===== config.mk =====
export PLATFORM = sky130hd
export DESIGN_NAME = crf_multi_channel
export DESIGN_NICKNAME = d
export VERILOG_FILES = /design/src/rtl/crf_multi_channel.sv
export SDC_FILE = /design/constraint.sdc
export NUM_CORES = 1
export LEC_CHECK = 0
export BUFFER_PORTS_ARGS = -buffer_cell sky130_fd_sc_hd__buf_4
export CORE_MARGIN = 3
export CORE_UTILIZATION = 52
export CTS_CLUSTER_DIAMETER = 80
export DETAILED_ROUTE_END_ITERATION = 7
export GPL_ROUTABILITY_DRIVEN = 0
export PLACE_DENSITY = 0.77
export SETUP_SLACK_MARGIN = 0.15
export SKIP_LAST_GASP = 1
export SLEW_MARGIN = 20
export SYNTH_ARGS = -nofsm -noshare
export SYNTH_HDL_FRONTEND = slang
export SYNTH_SLANG_ARGS = --single-unit

===== constraint.sdc =====
create_clock -name clk -period 2.7 [get_ports clk]
set_input_delay 0.27 -clock clk [delete_from_list [all_inputs] [get_ports clk]]
set_output_delay 0.27 -clock clk [all_outputs]
set_load 0.02 [all_outputs]

===== src/rtl/crf_multi_channel.sv =====
// crf_multi_channel: AXI4-Lite configuration register file for the upsampling
// accelerator. Holds run control (start/abort), completion status with a
// maskable level interrupt, per-channel sticky done bits and one saturating
// handshake counter per parallel channel. A three-state run controller
// (IDLE/RUN/DONE) drives the access_control strobes.
//
// Handshake semantics (all AXI channels): a transfer happens on a rising clk
// edge where valid and ready are both 1. A source holds valid and its payload
// stable until that edge; ready may depend on internal state only, never on
// the matching valid.
module crf_multi_channel #(
  parameter int AXI_DATA_WIDTH = 32,
  parameter int AXI_ADDR_WIDTH = 32,
  parameter int CRF_DATA_WIDTH = 32,
  parameter int N_PARALLEL     = 4
) (
  input  logic                        clk,
  input  logic                        rst_n,
  input  logic                        s_axi_awvalid,
  output logic                        s_axi_awready,
  input  logic [AXI_ADDR_WIDTH-1:0]   s_axi_awaddr,
  input  logic                        s_axi_wvalid,
  output logic                        s_axi_wready,
  input  logic [AXI_DATA_WIDTH-1:0]   s_axi_wdata,
  input  logic [AXI_DATA_WIDTH/8-1:0] s_axi_wstrb,
  output logic                        s_axi_bvalid,
  input  logic                        s_axi_bready,
  output logic [1:0]                  s_axi_bresp,
  input  logic                        s_axi_arvalid,
  output logic                        s_axi_arready,
  input  logic [AXI_ADDR_WIDTH-1:0]   s_axi_araddr,
  output logic                        s_axi_rvalid,
  input  logic                        s_axi_rready,
  output logic [AXI_DATA_WIDTH-1:0]   s_axi_rdata,
  output logic [1:0]                  s_axi_rresp,
  input  logic [N_PARALLEL-1:0]       ch_tvalid,
  input  logic [N_PARALLEL-1:0]       ch_tready,
  input  logic [N_PARALLEL-1:0]       ch_done,
  output logic                        crf_ac_UPSTART,
  output logic                        crf_ac_UPEND,
  output logic                        crf_ac_busy,
  output logic                        interrupt_updone,
  output logic [1:0]                  dbg_state
);

  typedef enum logic [1:0] {
    ST_IDLE = 2'd0,
    ST_RUN  = 2'd1,
    ST_DONE = 2'd2
  } run_state_t;

  localparam int IDX_W = 6;
  localparam logic [1:0] RESP_OKAY   = 2'b00;
  localparam logic [1:0] RESP_SLVERR = 2'b10;
  localparam logic [CRF_DATA_WIDTH-1:0] CNT_ONE = CRF_DATA_WIDTH'(1);
  localparam logic [CRF_DATA_WIDTH-1:0] CNT_MAX = '1;
  localparam logic [IDX_W-1:0] IDX_END = IDX_W'(4 + N_PARALLEL);

  // Word index 0..3 are control registers, 4..4+N-1 the channel counters.
  localparam logic [IDX_W-1:0] IDX_UPSTR  = 6'd0;
  localparam logic [IDX_W-1:0] IDX_UPENDR = 6'd1;
  localparam logic [IDX_W-1:0] IDX_UPIMR  = 6'd2;

  // ready_en keeps every ready low while in reset and for the first edge after.
  logic                      ready_en;
  logic                      aw_full;
  logic                      w_full;
  logic [IDX_W-1:0]          aw_idx_q;
  logic [1:0]                w_bits_q;
  logic                      w_strb0_q;
  logic                      aw_hs;
  logic                      w_hs;
  logic                      ar_hs;
  logic                      wr_commit;
  logic                      wr_mapped;
  logic                      wr_act;
  logic                      start_cmd;
  logic                      abort_cmd;
  logic                      w1c_cmd;
  logic                      imr_we;

  logic [IDX_W-1:0]          rd_idx;
  logic                      rd_mapped;
  logic [AXI_DATA_WIDTH-1:0] rd_val;

  run_state_t                state_q;
  run_state_t                state_d;
  logic                      go_run;
  logic                      set_done;
  logic                      done_status;
  logic                      imr;
  logic [N_PARALLEL-1:0]     done_mask;
  logic [N_PARALLEL-1:0]     mask_upd;
  logic [CRF_DATA_WIDTH-1:0] cnt [N_PARALLEL];

  // Address/data bits outside the decoded window carry no meaning here.
  logic unused_inputs;
  assign unused_inputs = ^{s_axi_awaddr[AXI_ADDR_WIDTH-1:8], s_axi_awaddr[1:0],
                           s_axi_araddr[AXI_ADDR_WIDTH-1:8], s_axi_araddr[1:0],
                           s_axi_wdata[AXI_DATA_WIDTH-1:2],
                           s_axi_wstrb[AXI_DATA_WIDTH/8-1:1]};

  assign s_axi_awready = ready_en & ~aw_full & ~s_axi_bvalid;
  assign s_axi_wready  = ready_en & ~w_full & ~s_axi_bvalid;
  assign s_axi_arready = ready_en & ~s_axi_rvalid;

  assign aw_hs     = s_axi_awvalid & s_axi_awready;
  assign w_hs      = s_axi_wvalid & s_axi_wready;
  assign ar_hs     = s_axi_arvalid & s_axi_arready;
  assign wr_commit = aw_full & w_full & ~s_axi_bvalid;
  assign wr_mapped = (aw_idx_q < IDX_END);
  assign wr_act    = wr_commit & w_strb0_q;
  assign start_cmd = wr_act & (aw_idx_q == IDX_UPSTR) & w_bits_q[0];
  assign abort_cmd = wr_act & (aw_idx_q == IDX_UPSTR) & w_bits_q[1];
  assign w1c_cmd   = wr_act & (aw_idx_q == IDX_UPENDR) & w_bits_q[0];
  assign imr_we    = wr_act & (aw_idx_q == IDX_UPIMR);

  // Write address/data holding slots and the write response channel.
  always_ff @(posedge clk) begin
    if (!rst_n) begin
      ready_en     <= 1'b0;
      aw_full      <= 1'b0;
      w_full       <= 1'b0;
      aw_idx_q     <= '0;
      w_bits_q     <= '0;
      w_strb0_q    <= 1'b0;
      s_axi_bvalid <= 1'b0;
      s_axi_bresp  <= RESP_OKAY;
    end else begin
      ready_en <= 1'b1;
      if (aw_hs) begin
        aw_full  <= 1'b1;
        aw_idx_q <= s_axi_awaddr[7:2];
      end else if (wr_commit) begin
        aw_full <= 1'b0;
      end
      if (w_hs) begin
        w_full    <= 1'b1;
        w_bits_q  <= s_axi_wdata[1:0];
        w_strb0_q <= s_axi_wstrb[0];
      end else if (wr_commit) begin
        w_full <= 1'b0;
      end
      if (wr_commit) begin
        s_axi_bvalid <= 1'b1;
        s_axi_bresp  <= wr_mapped ? RESP_OKAY : RESP_SLVERR;
      end else if (s_axi_bvalid && s_axi_bready) begin
        s_axi_bvalid <= 1'b0;
      end
    end
  end

  assign rd_idx = s_axi_araddr[7:2];

  // Read mux over the current (pre-commit) register values.
  always_comb begin
    rd_val    = '0;
    rd_mapped = (rd_idx < IDX_END);
    case (rd_idx)
      6'd0: rd_val[1:0] = {crf_ac_busy, crf_ac_UPEND};
      6'd1: rd_val[0] = done_status;
      6'd2: rd_val[0] = imr;
      6'd3: rd_val[N_PARALLEL-1:0] = done_mask;
      default: begin
        for (int i = 0; i < N_PARALLEL; i++) begin
          if (rd_idx == IDX_W'(4 + i)) rd_val[CRF_DATA_WIDTH-1:0] = cnt[i];
        end
      end
    endcase
  end

  // Read data channel: capture at AR acceptance, hold until rready.
  always_ff @(posedge clk) begin
    if (!rst_n) begin
      s_axi_rvalid <= 1'b0;
      s_axi_rdata  <= '0;
      s_axi_rresp  <= RESP_OKAY;
    end else if (ar_hs) begin
      s_axi_rvalid <= 1'b1;
      s_axi_rdata  <= rd_mapped ? rd_val : '0;
      s_axi_rresp  <= rd_mapped ? RESP_OKAY : RESP_SLVERR;
    end else if (s_axi_rvalid && s_axi_rready) begin
      s_axi_rvalid <= 1'b0;
    end
  end

  assign mask_upd = done_mask | ch_done;

  // Run-control state register.
  always_ff @(posedge clk) begin
    if (!rst_n) state_q <= ST_IDLE;
    else        state_q <= state_d;
  end

  // Next-state decode; abort beats start, start is ignored while running.
  always_comb begin
    state_d  = state_q;
    go_run   = 1'b0;
    set_done = 1'b0;
    case (state_q)
      ST_IDLE, ST_DONE: begin
        if (start_cmd && !abort_cmd) begin
          state_d = ST_RUN;
          go_run  = 1'b1;
        end
      end
      ST_RUN: begin
        if (abort_cmd) begin
          state_d = ST_IDLE;
        end else if (&mask_upd) begin
          state_d  = ST_DONE;
          set_done = 1'b1;
        end
      end
      default: state_d = ST_IDLE;
    endcase
  end

  assign crf_ac_busy  = (state_q == ST_RUN);
  assign crf_ac_UPEND = (state_q == ST_DONE);
  assign dbg_state    = state_q;

  // Status, mask, sticky done bits, start strobe and registered interrupt.
  always_ff @(posedge clk) begin
    if (!rst_n) begin
      crf_ac_UPSTART   <= 1'b0;
      done_status      <= 1'b0;
      imr              <= 1'b0;
      done_mask        <= '0;
      interrupt_updone <= 1'b0;
    end else begin
      crf_ac_UPSTART <= go_run;
      if (go_run)        done_status <= 1'b0;
      else if (set_done) done_status <= 1'b1;
      else if (w1c_cmd)  done_status <= 1'b0;
      if (imr_we) imr <= w_bits_q[0];
      if (go_run)                  done_mask <= '0;
      else if (state_q == ST_RUN)  done_mask <= mask_upd;
      interrupt_updone <= done_status & ~imr;
    end
  end

  // Per-channel handshake counters: count only in RUN, saturate at all ones.
  always_ff @(posedge clk) begin
    if (!rst_n) begin
      for (int i = 0; i < N_PARALLEL; i++) cnt[i] <= '0;
    end else begin
      for (int i = 0; i < N_PARALLEL; i++) begin
        if (go_run) begin
          cnt[i] <= '0;
        end else if (state_q == ST_RUN && ch_tvalid[i] && ch_tready[i] &&
                     cnt[i] != CNT_MAX) begin
          cnt[i] <= cnt[i] + CNT_ONE;
        end
      end
    end
  end

endmodule


==> flow_summary.json <==
{
  "status": "completed",
  "syn_avg_cell_area_um2": 9.83,
  "required_ps": 2880,
  "maxSlewViolCount": 0,
  "synth-compound-area-share": 0.106,
  "numClockSinks": 186,
  "synthTopCellsByArea": "edfxtp_1, dfxtp_1, xor2_1, nor2_1, nand3_1",
  "rows": 50,
  "arrival_ps": 2650,
  "syn2layout_area_growth_pct": 15.5,
  "synth_top_family_by_area": "simple AND/OR/NAND/NOR gates",
  "yosysMostFrequentCell": "nor2_1",
  "ant_nets": 0,
  "synth_seq_area_share": 0.494,
  "cts_max_level": 4,
  "fin_crit_ps": 2460,
  "synth-edff-count": 128,
  "synth_largest_area_cell": "edfxtp_1",
  "clkLatencyLatePin_ps": 440,
  "portBuffers": 78,
  "drc_errors": 0,
  "hpwl_um": 18700,
  "muxShareOfSynthArea": 0.0148,
  "io_pins": 166,
  "synth-xor-area-share": 0.0882,
  "finalSetupViolCount": 0,
  "cts.path.max_buffers": 2,
  "nNetsFinal": 1236,
  "dr.pass1.iters": 5,
  "synth_area_um2": 10100,
  "clkTransAtPathRegs_ps": 70,
  "ff2ff_path_depth": 6,
  "fmax_mhz": 406,
  "final_util": 0.619,
  "die_x_um": 146,
  "yosysTopAreaCellShare": 0.379,
  "finClkSkew_ps": 14.9,
  "post-route-worst-setup-slack_ps": 238,
  "yosys.area_share.adder": 0.00494,
  "slowest_delay_ps": 680,
  "holdBufCountCts": 0,
  "grt_pass1_wl_um": 42700,
  "cp-start-kind": "register",
  "netlist_instances": 1031,
  "maxCapViolCount": 0,
  "hold_class": "in2reg",
  "ys_warn_count": 0,
  "grt_overflow": 0,
  "cp_max_fo": 26,
  "cts_tree": "built",
  "layoutNonFillerInstCount": 1386,
  "setup-tns-final_ps": 0,
  "synthDistinctLibCells": 59,
  "worstPathCellList": "and3b_1 > nand4_1 > nor2_1 > nor2b_1 > nand2_2 > buf_12",
  "synthTopCellsByCount": "nor2_1, edfxtp_1, nand2_1",
  "ys.flop_type": "edfxtp_1",
  "dieArea_um2": 21200,
  "grt_max_degree": 53,
  "hold_viol": 0,
  "drt_wl_total_um": 26400,
  "p_per_area_nw_per_um2": 531,
  "n_antenna_cell": 0,
  "initial_core_util": 0.536,
  "wl_per_cell_um": 19.1,
  "end_kind": "register",
  "cts_buffers": 17,
  "tightestPinTransition_ps": 865,
  "critical_path_class": "reg2reg",
  "core_um2": 18900,
  "holdPathStages": 3,
  "rsz0062_at_grt": "no",
  "ir_worst_vdd_mv": 0.453,
  "slowest_stage": "nor2b_1",
  "drt-initial-drc-count": 1002,
  "synthArstFlopShare": 0,
  "dp_cells": 1353,
  "ys_ff_latch": 186,
  "synth-simple-area-share": 0.260,
  "grt_pass1_vias": 7787,
  "die_y_um": 146,
  "track_usage": 0.250,
  "nFillCells": 1572,
  "leakage_nw": 4.12,
  "antenna_found_initial": 0,
  "via_per_inst": 6.01,
  "clockRootBuffer": "clkbuf_16",
  "vias": 8328,
  "relSlewSlack": 0.422,
  "dp_slack_ps": 270,
  "period_share": 0.912,
  "drive_gt1_frac": 0.154
}
[cell families after synthesis]
group                    Yosys count
AO/OA/AOI/OAI                    157
other                              1
buffers and inverters             67
adder cells (fa/ha/maj)            4
XOR/XNOR                         102
flip-flops                       186
AND/OR/NAND/NOR                  499
multiplexers                      15
[cell usage in the layout (no fill, tap or decap), types with 30 or more instances in the layout]
cell      netlist  routed
nor2b_1        44      44
o21ai_0        40      40
a21oi_1        30      30
nand4_1        40      40
xor2_1         73      73
nor2_1        141     141
nand2_1        80      76
buf_4           5     110
dfxtp_1        58      58
nand3_1        61      61
and2_1         36      35
edfxtp_1      128     128
[final timing paths]
check                                     from             end  slack [ps]
worst max-delay path              s_axi_bvalid       cnt[0][4]         240
worst min-delay path                ch_done[2]    done_mask[2]          90
worst max register to register    s_axi_bvalid       cnt[0][4]         240
worst min register to register  s_axi_rdata[3]  s_axi_rdata[3]         470
[cell type report]
class,count,area (um^2),share of cell area
Tap cell,260,325,0.0278
Inverter,16,60.1,0.00513
Clock buffer,21,504,0.0431
Sequential cell,186,5000,0.428
Clock inverter,11,100,0.00855
Multi-Input combinational cell,779,4820,0.412
Timing Repair Buffer,113,886,0.0757
[through the flow]
| step | hold slack, ps | instance area (um^2) | power (mW) |
|---|---|---|---|
| 4_1_cts | 81.7 | 11700 | 6.24 |
| 3_5_place_dp | 465 | 11100 | 3.70 |
| 5_1_grt | 92.2 | 11700 | 6.42 |
| 6_report | 85.5 | 11700 | 6.22 |
| 2_1_floorplan | 298 | 10100 | 3.52 |
| 3_3_place_gp | 466 | 11100 | 3.69 |
[report_power, final]
part	switching, mW	internal (mW)	leakage, nW	total, mW
Combinational	0.240	0.174	2.02	0.414
Sequential	0.110	3.12	1.79	3.23
Clock	1.12	1.45	0.305	2.57
Total	1.47	4.74	4.12	6.22
[worst max-delay path: cells and delay by family, from the launching register on]
kind                   cells  cell delay [ps]
and+or+nand+nor            5             1530
buffers and inverters      1              270
DFF                        1              390
[state kept, by name, indices dropped and copies added, names as in the netlist]
register	cells
s_axi_rresp	1
cnt	128
interrupt_updone	1
imr	1
dbg_state	2
s_axi_bresp	1
s_axi_rvalid	1
w_bits_q	2
done_mask	4
s_axi_bvalid	1
aw_idx_q	6
done_status	1
aw_full	1
w_strb0_q	1
w_full	1
s_axi_rdata	32
crf_ac_UPSTART	1
ready_en	1
[what timing repair did]
item	in CTS	in global routing
buffers inserted	0	1
setup endpoints to repair	0	42
resized for setup	0	1
[routing by layer]
layer / vias up / share of wire / GRT usage / routed length [um]
li1: 3900 / - / - / -
met1: 4066 / 0.44 / 0.362 / 11500
met2: 323 / 0.47 / 0.390 / 12300
met3: 39 / 0.073 / 0.0392 / 1940
met4: 0 / 0.025 / 0.0774 / 656
met5: - / 0 / 0 / 0
(Power assumes the default switching activity.)
